## src/rtl/obstacle_alert_ctrl.sv

```systemverilog
// Obstacle-alert controller: per-channel sync + debounce, popcount, beep-pattern FSM.
// Optional build macro HAPTIC_VIBE_EN adds a registered vibration-motor drive on vibe_out.
//
// state    | meaning
// ---------+-------------------------------------------------
// IDLE     | silent; disabled or no channel detecting
// BEEP_ON  | buzzer on for ON_CYCLES
// BEEP_OFF | silent gap, length OFF_CYCLES >> (count-1), min 1
// CONT     | all channels detecting, continuous tone
module obstacle_alert_ctrl #(
   parameter int NUM_SENSORS     = 3,
   parameter int DEBOUNCE_CYCLES = 4,
   parameter int ON_CYCLES       = 8,
   parameter int OFF_CYCLES      = 24
) (
   input  logic                               clk,
   input  logic                               rst_n,
   input  logic                               enable,
   input  logic [NUM_SENSORS-1:0]             sensorpin,
   output logic [NUM_SENSORS-1:0]             sensor_active,
   output logic [$clog2(NUM_SENSORS+1)-1:0]   active_count,
   output logic                               buzzerpin,
   output logic                               vibe_out
);

   localparam int DW   = $clog2(DEBOUNCE_CYCLES + 1);
   localparam int CW   = $clog2(NUM_SENSORS + 1);
   localparam int PMAX = (ON_CYCLES > OFF_CYCLES) ? ON_CYCLES : OFF_CYCLES;
   localparam int PW   = $clog2(PMAX + 1);

   localparam logic [CW-1:0] N_C      = CW'(NUM_SENSORS);
   localparam logic [PW-1:0] OFF_C    = PW'(OFF_CYCLES);
   localparam logic [PW-1:0] ON_LAST  = PW'(ON_CYCLES - 1);
   localparam logic [DW-1:0] DEB_LAST = DW'(DEBOUNCE_CYCLES - 1);

   typedef enum logic [1:0] {
      IDLE     = 2'd0,
      BEEP_ON  = 2'd1,
      BEEP_OFF = 2'd2,
      CONT     = 2'd3
   } state_t;

   logic [NUM_SENSORS-1:0]          sync1_q, sync2_q;
   logic [NUM_SENSORS-1:0]          stable_q, stable_d;
   logic [NUM_SENSORS-1:0][DW-1:0]  dcnt_q, dcnt_d;
   logic [CW-1:0]                   cnt_q, cnt_d;
   logic [PW-1:0]                   pcnt_q, pcnt_d;
   logic [PW-1:0]                   gap_raw, gap;
   logic [CW-1:0]                   shamt;
   state_t                          state_q, state_d;

   // A channel flips only after DEBOUNCE_CYCLES consecutive disagreeing samples.
   always_comb begin
      stable_d = stable_q;
      dcnt_d   = '0;
      for (int i = 0; i < NUM_SENSORS; i++) begin
         if (sync2_q[i] != stable_q[i]) begin
            if (dcnt_q[i] == DEB_LAST) begin
               stable_d[i] = sync2_q[i];
            end else begin
               dcnt_d[i] = dcnt_q[i] + DW'(1);
            end
         end
      end
   end

   always_comb begin
      cnt_d = '0;
      for (int i = 0; i < NUM_SENSORS; i++) begin
         cnt_d = cnt_d + CW'(stable_q[i]);
      end
   end

   always_comb begin
      shamt   = (cnt_q == '0) ? '0 : cnt_q - CW'(1);
      gap_raw = OFF_C >> shamt;
      gap     = (gap_raw == '0) ? PW'(1) : gap_raw;
   end

   always_comb begin
      state_d = state_q;
      if (!enable || cnt_q == '0) begin
         state_d = IDLE;
      end else begin
         case (state_q)
            IDLE:     state_d = (cnt_q == N_C) ? CONT : BEEP_ON;
            BEEP_ON: begin
               if (cnt_q == N_C)          state_d = CONT;
               else if (pcnt_q == ON_LAST) state_d = BEEP_OFF;
            end
            BEEP_OFF: begin
               if (cnt_q == N_C)                state_d = CONT;
               else if (pcnt_q >= gap - PW'(1)) state_d = BEEP_ON;
            end
            CONT:     if (cnt_q != N_C) state_d = BEEP_OFF;
            default:  state_d = IDLE;
         endcase
      end
   end

   // pcnt restarts on every state change and only runs inside the beep phases.
   always_comb begin
      pcnt_d = '0;
      if (state_d == state_q && (state_q == BEEP_ON || state_q == BEEP_OFF)) begin
         pcnt_d = pcnt_q + PW'(1);
      end
   end

   always_ff @(posedge clk or negedge rst_n) begin
      if (!rst_n) begin
         sync1_q  <= '0;
         sync2_q  <= '0;
         stable_q <= '0;
         dcnt_q   <= '0;
         cnt_q    <= '0;
         pcnt_q   <= '0;
         state_q  <= IDLE;
      end else begin
         sync1_q  <= sensorpin;
         sync2_q  <= sync1_q;
         stable_q <= stable_d;
         dcnt_q   <= dcnt_d;
         cnt_q    <= cnt_d;
         pcnt_q   <= pcnt_d;
         state_q  <= state_d;
      end
   end

   assign sensor_active = stable_q;
   assign active_count  = cnt_q;
   assign buzzerpin     = (state_q == BEEP_ON) || (state_q == CONT);

`ifdef HAPTIC_VIBE_EN
   logic vibe_q;

   always_ff @(posedge clk or negedge rst_n) begin
      if (!rst_n) begin
         vibe_q <= 1'b0;
      end else begin
         vibe_q <= enable && (cnt_q != '0);
      end
   end

   assign vibe_out = vibe_q;
`else
   assign vibe_out = 1'b0;
`endif

endmodule

```

## config.mk

```make
export PLATFORM = sky130hd
export DESIGN_NAME = obstacle_alert_ctrl
export DESIGN_NICKNAME = d
export VERILOG_FILES = /design/src/rtl/obstacle_alert_ctrl.sv
export SDC_FILE = /design/constraint.sdc
export NUM_CORES = 1
export LEC_CHECK = 0
export ABC_AREA = 1
export CAP_MARGIN = 20
export CORE_MARGIN = 2
export CORE_UTILIZATION = 35
export DETAILED_ROUTE_END_ITERATION = 7
export PLACE_DENSITY = 0.59
export SLEW_MARGIN = 5
export SYNTH_ARGS = -nofsm -noshare
export SYNTH_HDL_FRONTEND = slang
export SYNTH_SLANG_ARGS = --single-unit
```

## constraint.sdc

```tcl
create_clock -name clk -period 3.2 [get_ports clk]
set_input_delay 0.48 -clock clk [delete_from_list [all_inputs] [get_ports clk]]
set_output_delay 0.48 -clock clk [all_outputs]
set_load 0.05 [all_outputs]
```

=== Word level (Yosys, flattened, before mapping) ===
Index checks and enable logic that the tools add are counted.

* Register bits after elaboration: 27

* Add/sub/neg operators: 8
* $lt $le $gt $ge: 1
* Equal/unequal tests: 13
* Shift-type cells: 1
* Multiplexer cells: 17
* Reduce and logical (&&, ||, !) cells: 11

{| class="wikitable"
|+ Operators by type and width
! operator !! count
|-
| two-way mux 3 bit || 6
|-
| two-way mux 2 bit || 8
|-
| two-way mux 5 bit || 2
|-
| adder 3 x 1 -> 3 bit (second input constant) || 3
|-
| equality test 3 x 2 -> 1 bit (second input constant) || 3
|-
| one-hot mux 2 bit (4 select lines) || 1
|-
| equality test 2 bit (second input constant) || 3
|-
| AND reduction 2 bit || 3
|-
| adder 5 x 1 -> 5 bit (second input constant) || 1
|-
| equality test 5 x 3 -> 1 bit (second input constant) || 1
|-
| greater-or-equal comparator 5 bit || 1
|-
| logical NOT 5 bit || 1
|-
| >> shifter 5 x 2 -> 5 bit (first input constant) || 1
|-
| subtractor 5 x 1 -> 5 bit (second input constant) || 1
|-
| logical NOT 2 bit || 2
|-
| logical OR 1 bit || 3
|-
| != test 1 bit || 3
|-
| adder 1 x 1 -> 2 bit || 1
|-
| adder 2 x 1 -> 2 bit || 1
|-
| equality test 2 x 1 -> 1 bit (second input constant) || 1
|-
| equality test 2 bit || 1
|-
| != test 2 bit (second input constant) || 1
|-
| subtractor 2 x 1 -> 2 bit (second input constant) || 1
|-
| logical AND 1 bit || 1
|-
| logical NOT 1 bit || 1
|}

=== Logic depth before layout (Yosys ltp) ===
Gate-level depths: netlist (run 1).

* Word-level depth: 14
* Gate-level depth with buffers: 15
* Gate-level depth less buffers: 15

=== Least setup slack after synthesis (run 1) ===
Ideal clock, no wire load.

* Kind: reg2reg
* From: register cnt_q[1], in the netlist active_count[1]
* To: register pcnt_q[0]
* Library setup time: 86 ps
* Data arrival time: 1,924 ps
* Required time: 3,114 ps
* Path slack: 1,190 ps
* Stages on the path, launching flop included: 16
* Period minus slack after synthesis: 2,010 ps
* Path through: dfrtp_1 > inv_1 > nor2_1 > inv_1 > ha_1 > nand2_1 > inv_1 > nand2_1 > nand3_1 > nand2_1 > nand2_1 > nand2_2 > nand2_1 > nand2_1 > nand2_2 > nor3_1

* Longest elaborated chain between the ends: 14

{| class="wikitable"
|+ Ends and longest elaborated chain
! element !! RTL line !! source
|-
| from (decl) || 46 || <nowiki>logic [CW-1:0] cnt_q, cnt_d;</nowiki>
|-
| from (signal assigned) || 123 || <nowiki>cnt_q <= cnt_d;</nowiki>
|-
| subtractor 2 x 1 -> 2 bit or logical NOT 2 bit (tied branches) || 75, 82 ||
|-
| two-way mux 2 bit || 75 || <nowiki>shamt = (cnt_q == '0) ? '0 : cnt_q - CW'(1);</nowiki>
|-
| >> shifter 5 x 2 -> 5 bit || 76 || <nowiki>gap_raw = OFF_C >> shamt;</nowiki>
|-
| logical NOT 5 bit || 77 || <nowiki>gap = (gap_raw == '0) ? PW'(1) : gap_raw;</nowiki>
|-
| two-way mux 5 bit || 77 ||
|-
| subtractor 5 x 1 -> 5 bit || 93 || <nowiki>else if (pcnt_q >= gap - PW'(1)) state_d = BEEP_ON;</nowiki>
|-
| greater-or-equal comparator 5 bit || 93 ||
|-
| two-way mux 2 bit || 93 ||
|-
| two-way mux 2 bit || 92 || <nowiki>if (cnt_q == N_C) state_d = CONT;</nowiki>
|-
| one-hot mux 2 bit (4 select lines) || 85 || <nowiki>case (state_q)</nowiki>
|-
| two-way mux 2 bit (*) || 82 || <nowiki>if (!enable || cnt_q == '0) begin</nowiki>
|-
| equality test 2 bit (*) || 104 || <nowiki>if (state_d == state_q && (state_q == BEEP_ON || state_q == BEEP_OFF)) begin</nowiki>
|-
| logical AND 1 bit (*) || 104 ||
|-
| two-way mux 5 bit (*) || 104 ||
|-
| net pcnt_d[0] || 47 || <nowiki>logic [PW-1:0] pcnt_q, pcnt_d;</nowiki>
|-
| to (signal assigned) || 124 || <nowiki>pcnt_q <= pcnt_d;</nowiki>
|-
| to (decl) || 47 ||
|}

The timed path passes the listed nets; every way through them passes the cells marked *.
A chain may end at the register's enable or synchronous reset.

=== Worst setup path in the final report (run 1) ===
* From: register state_q[1]
* To: output buzzerpin

* Longest elaborated chain between the ends: 2

{| class="wikitable"
|+ Ends and longest elaborated chain
! element !! RTL line !! source
|-
| from (decl) || 50 || <nowiki>state_t state_q, state_d;</nowiki>
|-
| from (signal assigned) || 125 || <nowiki>state_q <= state_d;</nowiki>
|-
| equality test 2 x 1 -> 1 bit or equality test 2 bit (tied branches) || 131 || <nowiki>assign buzzerpin = (state_q == BEEP_ON) || (state_q == CONT);</nowiki>
|-
| logical OR 1 bit (*) || 131 ||
|-
| to (decl) || 22 || <nowiki>output logic buzzerpin,</nowiki>
|}

Mark *: on every way between the ends. The rest lies on a longest branch, timed or not.

==> impl_metrics.csv, run 1 <==
group,metric,value,unit
sta,setup_violations,0,
die,ioPinCount,13,
global_routing,grt_pass1_vias,908,
setup_path,cp_max_fo,6,
job,drv_cap,0,
yosys,synth_mux_area_frac,0.0166,
global_routing,use_met3,0.0170,
layout,n_fill_cell,378,
route,remaining_drc_errors,0,
setup_path,r2r-end,"pcnt_q[0]",
die,die_w,66.3,um
yosys,yosys.area_share.simple,0.199,
sta,fin_setup_tns,0,ps
sta,rsz0062_at_grt,"false",
yosys,synth_edf_count,0,
clock_network,cts_buffer_depth,2,
setup_path,crit_type,"reg2out",
layout,drive_gt1_frac,0.0892,
route,num_vias,909,
clock_network,cts_hold_buf,0,
worst_hold_path,worstHoldStart,"sync1_q[2]",
die,core,3690,um^2
yosys,synth_nets,163,
layout,instances_no_fill,205,
die,die-height,66.3,um
sta,hold_viol,0,
global_routing,grt_max_degree,28,
yosys,ys_seq_elements,27,
yosys,synth_top_family_by_area,"simple AND/OR/NAND/NOR gates",
yosys,synth-compound-area-share,0.0304,
setup_path,r2r_cells,14,
yosys,ys_top_cells_by_area,"dfrtp_1 (50%), ha_1 (13%), nand2_1 (7.2%)",
power_and_ir_drop,irDropWorstVdd,0.000441,V
place,dp_worst_setup_slack,996,ps
global_routing,busiest_layer,"met2",
layout,antenna_cells,0,
yosys,yosysMostFrequentCell,"dfrtp_1",
power_and_ir_drop,leakage,0.781,nW
worst_hold_path,hold_path_end,"sync2_q[2]",
yosys,synthArstFlopShare,1.00,
yosys,yosys_warnings,0,
clock_network,root_buffer,"clkbuf_8",
global_routing,grtUsageMet1,0.129,
clock_network,clkLatencyLatePin,260,ps
yosys,ys_top_cells_by_count,"dfrtp_1 (27), nand2_1 (26), inv_1 (22)",
setup_path,cp.required,2720,ps
yosys,synthXorXnorAreaFrac,0.0387,
setup_path,endpoint_kind,"output port",
run_status,status,"finished clean",
sta,fin_crit_sh,0.778,
power_and_ir_drop,p_per_area,808,nW/um^2
place,dpl.hpwl,1.61,mm
clock_network,cts_tree,"yes",
place,place_congestion,0.759,
setup_path,arrival,2010,ps
route,post_drt_wl_per_cell,9.62,um
yosys,synth_top_cell_by_area,"dfrtp_1",
place,dp_cells,201,
clock_network,postCtsSetupRepairBufs,0,
worst_hold_path,hold_path.class,"reg2reg",
power_and_ir_drop,power,1.27,mW
sta,relSlewSlack,0.668,
global_routing,gr-usage-met2,0.186,
die,rows,22,
sta,max_freq,402,MHz
global_routing,antenna_found_initial,0,
route,viasPerCell,4.43,
die,initial_utilization,0.368,
place,port_buffers,11,
global_routing,gr-usage-all-layers,0.106,
clock_network,cts_made_buffers,3,
setup_path,r2r_slack,1220,ps
yosys,synthCells,142,
yosys,synth_cell_types,23,
sta,whs,355,ps
sta,maxSlewViolCount,0,
route,dr.pass1.iters,3,
sta,clock_skew,4.15,ps
setup_path,r2r-start,"active_count[1]",
yosys,syn_area_per_cell,9.57,um^2
die,dieArea,4400,um^2
layout,fin_nets,179,
yosys,ys.flop_type,"dfrtp_1",
layout,area.growth.synth_to_final,15.8,%
global_routing,grt_pass1_wl,3.67,mm
global_routing,grt-ovfl-total,0,
sta,finalCriticalPeriod,2490,ps
sta,setup_ws,711,ps
yosys,yosysTopAreaCellShare,0.497,
route,ant_nets,0,
worst_hold_path,hold_depth,0,
clock_network,cts.clk_slew.worst_paths,80,ps
clock_network,cts_resized,0,
route,routed_wl,1.97,mm
route,drt_iter0_drc,24,
yosys,synth_area,1360,um^2
setup_path,cp-start-kind,"register",
yosys,yosysSeqAreaShare,0.497,
clock_network,htreeDepth,1,
yosys,synth_fa_ha_area_frac,0.144,
clock_network,cts.sinks,27,
sta,worst_pin_slew,496,ps
==> how the worst max path moves through the flow <==
stage                         start   endpoint  slack [ps]
global route             state_q[1]  buzzerpin         600
global placement         state_q[1]  buzzerpin        1040
CTS                      state_q[1]  buzzerpin         690
floorplan           active_count[1]  pcnt_q[0]        1190
detailed placement       state_q[1]  buzzerpin        1000
finish                   state_q[1]  buzzerpin         710
==> area by class of cell <==
type	instances	area, um^2	share of cell area
tap	48	60.1	0.0382
timing repair buffer	12	118	0.0747
inverter	23	86.3	0.0548
multi-input combinational	91	589	0.374
sequential	27	676	0.429
clock buffer	4	45.0	0.0286
==> worst max-delay path, stage by stage, from the launching register on <==
cell and delay [ps]:
dfrtp_1 440, inv_1 110, ha_1 230, or2_2 270, clkdlybuf4s50_1 690
==> per-stage QoR <==
stage / utilization / area, um^2
2_1_floorplan: - / 1360
3_3_place_gp: 0.415 / 1530
3_5_place_dp: 0.415 / 1530
4_1_cts: 0.427 / 1570
5_1_grt: 0.427 / 1570
6_report: 0.427 / 1570
==> flip-flops by register name, summed over array words and instances (netlist names) <==
signal and cells:
sensor_active 3, active_count 2, dcnt_q 9, sync1_q 3, sync2_q 3, state_q 2, pcnt_q 5
==> layer usage <==
metal  wire length [um]  part of all wire
met1                910              0.46
met2               1010              0.51
met3                 49             0.025
met4                  0                 0
met5                  0                 0
==> placed cells by master (no fill, tap or decap), types with 3 or more instances in the layout <==
cell,count
a21oi_1,3
clkbuf_8,3
clkdlybuf4s50_1,11
dfrtp_1,27
ha_1,14
inv_1,22
nand2_1,26
nand2_2,3
nand3_1,5
nor2_1,9
nor3_1,9
xnor2_1,4
==> where the power goes <==
part / switching, mW / internal [mW] / leakage, nW / total (mW)
registers: 0.0838 / 0.422 / 0.346 / 0.506
clock network: 0.0897 / 0.0887 / 0.0228 / 0.178
logic: 0.364 / 0.223 / 0.412 / 0.587
==> cells by family after synthesis <==
logic type | count (synthesis)
other cells | 2
simple gates | 59
mux | 2
fa+ha+maj | 15
xor+xnor | 6
buf+inv | 24
compound gates | 7
flops | 27
No activity file was read; power rests on OpenSTA's default activity.
==> run 2, diff against run 1 <==
- PLACE_DENSITY: 0.59 -> 0.61
- clock period: 3.2 -> 2 ns (I/O delays scaled with it)
==> impl_metrics.csv, run 2 (synthesis results as in run 1) <==
group,metric,value,unit
sta,hold_viol,0,
clock_network,clkLatencyLatePin,260,ps
sta,worst_pin_slew,498,ps
global_routing,grtUsageMet1,0.157,
global_routing,gr-usage-met2,0.199,
worst_hold_path,hold_path.class,"reg2reg",
setup_path,arrival,2070,ps
sta,maxSlewViolCount,0,
global_routing,gr-usage-all-layers,0.121,
route,ant_nets,0,
setup_path,r2r-start,"active_count[1]",
global_routing,grt_max_degree,28,
route,viasPerCell,4.61,
setup_path,cp-start-kind,"register",
setup_path,cp_slowest_cell,"dfrtp_2",
route,remaining_drc_errors,0,
global_routing,use_met3,0.0239,
sta,max_freq,528,MHz
place,dp_cells,201,
setup_path,crit_family,"simple AND/OR/NAND/NOR gates",
clock_network,cts_made_buffers,3,
route,drt_iter0_drc,24,
setup_path,crit_type,"reg2reg",
setup_path,critical_path.n_buffers_inverters,2,
sta,relSlewSlack,0.667,
worst_hold_path,worstHoldStart,"sync1_q[0]",
setup_path,cp_slowest_stage_delay,440,ps
clock_network,cts_hold_buf,0,
global_routing,grt_pass1_vias,985,
die,core,3690,um^2
die,ioPinCount,13,
layout,largest_reg_flops,9,
route,routed_wl,2.42,mm
worst_hold_path,hold_depth,0,
setup_path,r2r_slack,110,ps
die,rows,22,
power_and_ir_drop,leakage,0.792,nW
setup_path,cp_max_fo,5,
run_status,status,"finished clean",
place,dpl.hpwl,1.79,mm
setup_path,cp.required,2180,ps
sta,finalCriticalPeriod,1890,ps
layout,top_regs,"dcnt_q (9), pcnt_q (5)",
place,port_buffers,11,
sta,whs,354,ps
route,post_drt_wl_per_cell,11.8,um
clock_network,cts_buffer_depth,2,
clock_network,htreeDepth,1,
power_and_ir_drop,irDropWorstVdd,0.000697,V
setup_path,path_depth,14,
global_routing,antenna_found_initial,0,
layout,final_cell_mix,"dfrtp_1 (25), inv_1 (20), nand2_1 (20), ha_1 (13), clkdlybuf4s50_1 (10)",
layout,largest_register,"dcnt_q",
layout,fin_nets,179,
clock_network,cts.clk_slew.worst_paths,80,ps
global_routing,busiest_layer,"met2",
worst_hold_path,hold_path_end,"sync2_q[0]",
clock_network,cts.sinks,27,
route,dr.pass1.iters,4,
global_routing,grt_pass1_wl,4.14,mm
layout,n_fill_cell,379,
global_routing,grt-ovfl-total,0,
clock_network,root_buffer,"clkbuf_8",
setup_path,endpoint_kind,"register",
layout,instances_no_fill,205,
setup_path,r2r-end,"pcnt_q[0]",
layout,regArea,678,um^2
sta,fin_crit_sh,0.947,
clock_network,postCtsSetupRepairBufs,0,
place,place_congestion,0.786,
layout,antenna_cells,0,
route,num_vias,945,
layout,area.growth.synth_to_final,21.9,%
power_and_ir_drop,p_per_area,1330,nW/um^2
layout,layout_commonest_cell,"dfrtp_1",
setup_path,crit_chain,"inv_2 > nor2_4 > inv_2 > ha_4 > nand2_1 > nor2_1 > nand2_1 > nand4_1 > nand2_1 > nand2_2 > nand2_2 > nand2_2 > nand3_4 > nor3_2",
setup_path,r2r_cells,14,
sta,clock_skew,3.08,ps
clock_network,cts_tree,"yes",
die,die-height,66.3,um
die,dieArea,4400,um^2
job,drv_cap,0,
die,die_w,66.3,um
layout,drive_gt1_frac,0.210,
sta,setup_violations,0,
layout,multi_input_area,672,um^2
die,initial_utilization,0.368,
==> run 2: final cells by class <==
type	count	area share
Sequential cell	27	0.409
Multi-Input combinational cell	91	0.406
Timing Repair Buffer	12	0.0695
Inverter	23	0.0521
Tap cell	48	0.0363
Clock buffer	4	0.0272
==> run 2: worst register-to-register path: stages (launching register included) <==
cell	delay (ps)
dfrtp_2	440
inv_2	60
nor2_4	120
inv_2	50
ha_4	250
nand2_1	70
nor2_1	110
nand2_1	80
nand4_1	70
nand2_1	70
nand2_2	70
nand2_2	70
nand2_2	80
nand3_4	110
nor3_2	180
==> run 2: repair_timing <==
action                                  in CTS  in global routing
endpoints found under the setup margin       1                  5
gates resized for setup                      1                 20
pin swaps                                    0                  8
==> run 2: worst max path at each step <==
stage / startpoint / slack, ps / to
floorplan: active_count[0] / 80 / pcnt_q[0]
global placement: active_count[0] / 160 / pcnt_q[3]
detailed placement: active_count[0] / 20 / pcnt_q[0]
CTS: active_count[0] / 3 / pcnt_q[2]
global route: active_count[1] / -40 / pcnt_q[4]
finish: active_count[1] / 110 / pcnt_q[0]
==> run 2: power breakdown <==
| group | switching (mW) | internal (mW) | leakage, nW | total [mW] |
|---|---|---|---|---|
| registers | 0.155 | 0.679 | 0.344 | 0.835 |
| logic | 0.685 | 0.403 | 0.425 | 1.09 |
| clock network | 0.146 | 0.142 | 0.0228 | 0.288 |
| total | 0.986 | 1.22 | 0.792 | 2.21 |
==> run 2: metrics by stage <==
stage	area (um^2)	worst slack, ps	TNS, ps	utilization	power (mW)
global route	1660	-39.4	-58.8	0.449	2.38
CTS	1580	2.82	0	0.428	2.11
finish	1660	107	0	0.449	2.21
global placement	1530	156	0	0.414	1.75
floorplan	1360	79.5	0	-	1.50
detailed placement	1530	21.7	0	0.414	1.80
==> run 2: metal layers <==
layer  vias to the layer above  wire length, um
li1                        472                -
met1                       456             1140
met2                        15             1190
met3                         2               72
met4                         0               17
met5                         -                0
==> run 3, diff against run 2 <==
- SLEW_MARGIN: 5 -> 20
==> results of run 3 <==
Final layout, timing and power as in run 2 (identical DEF).
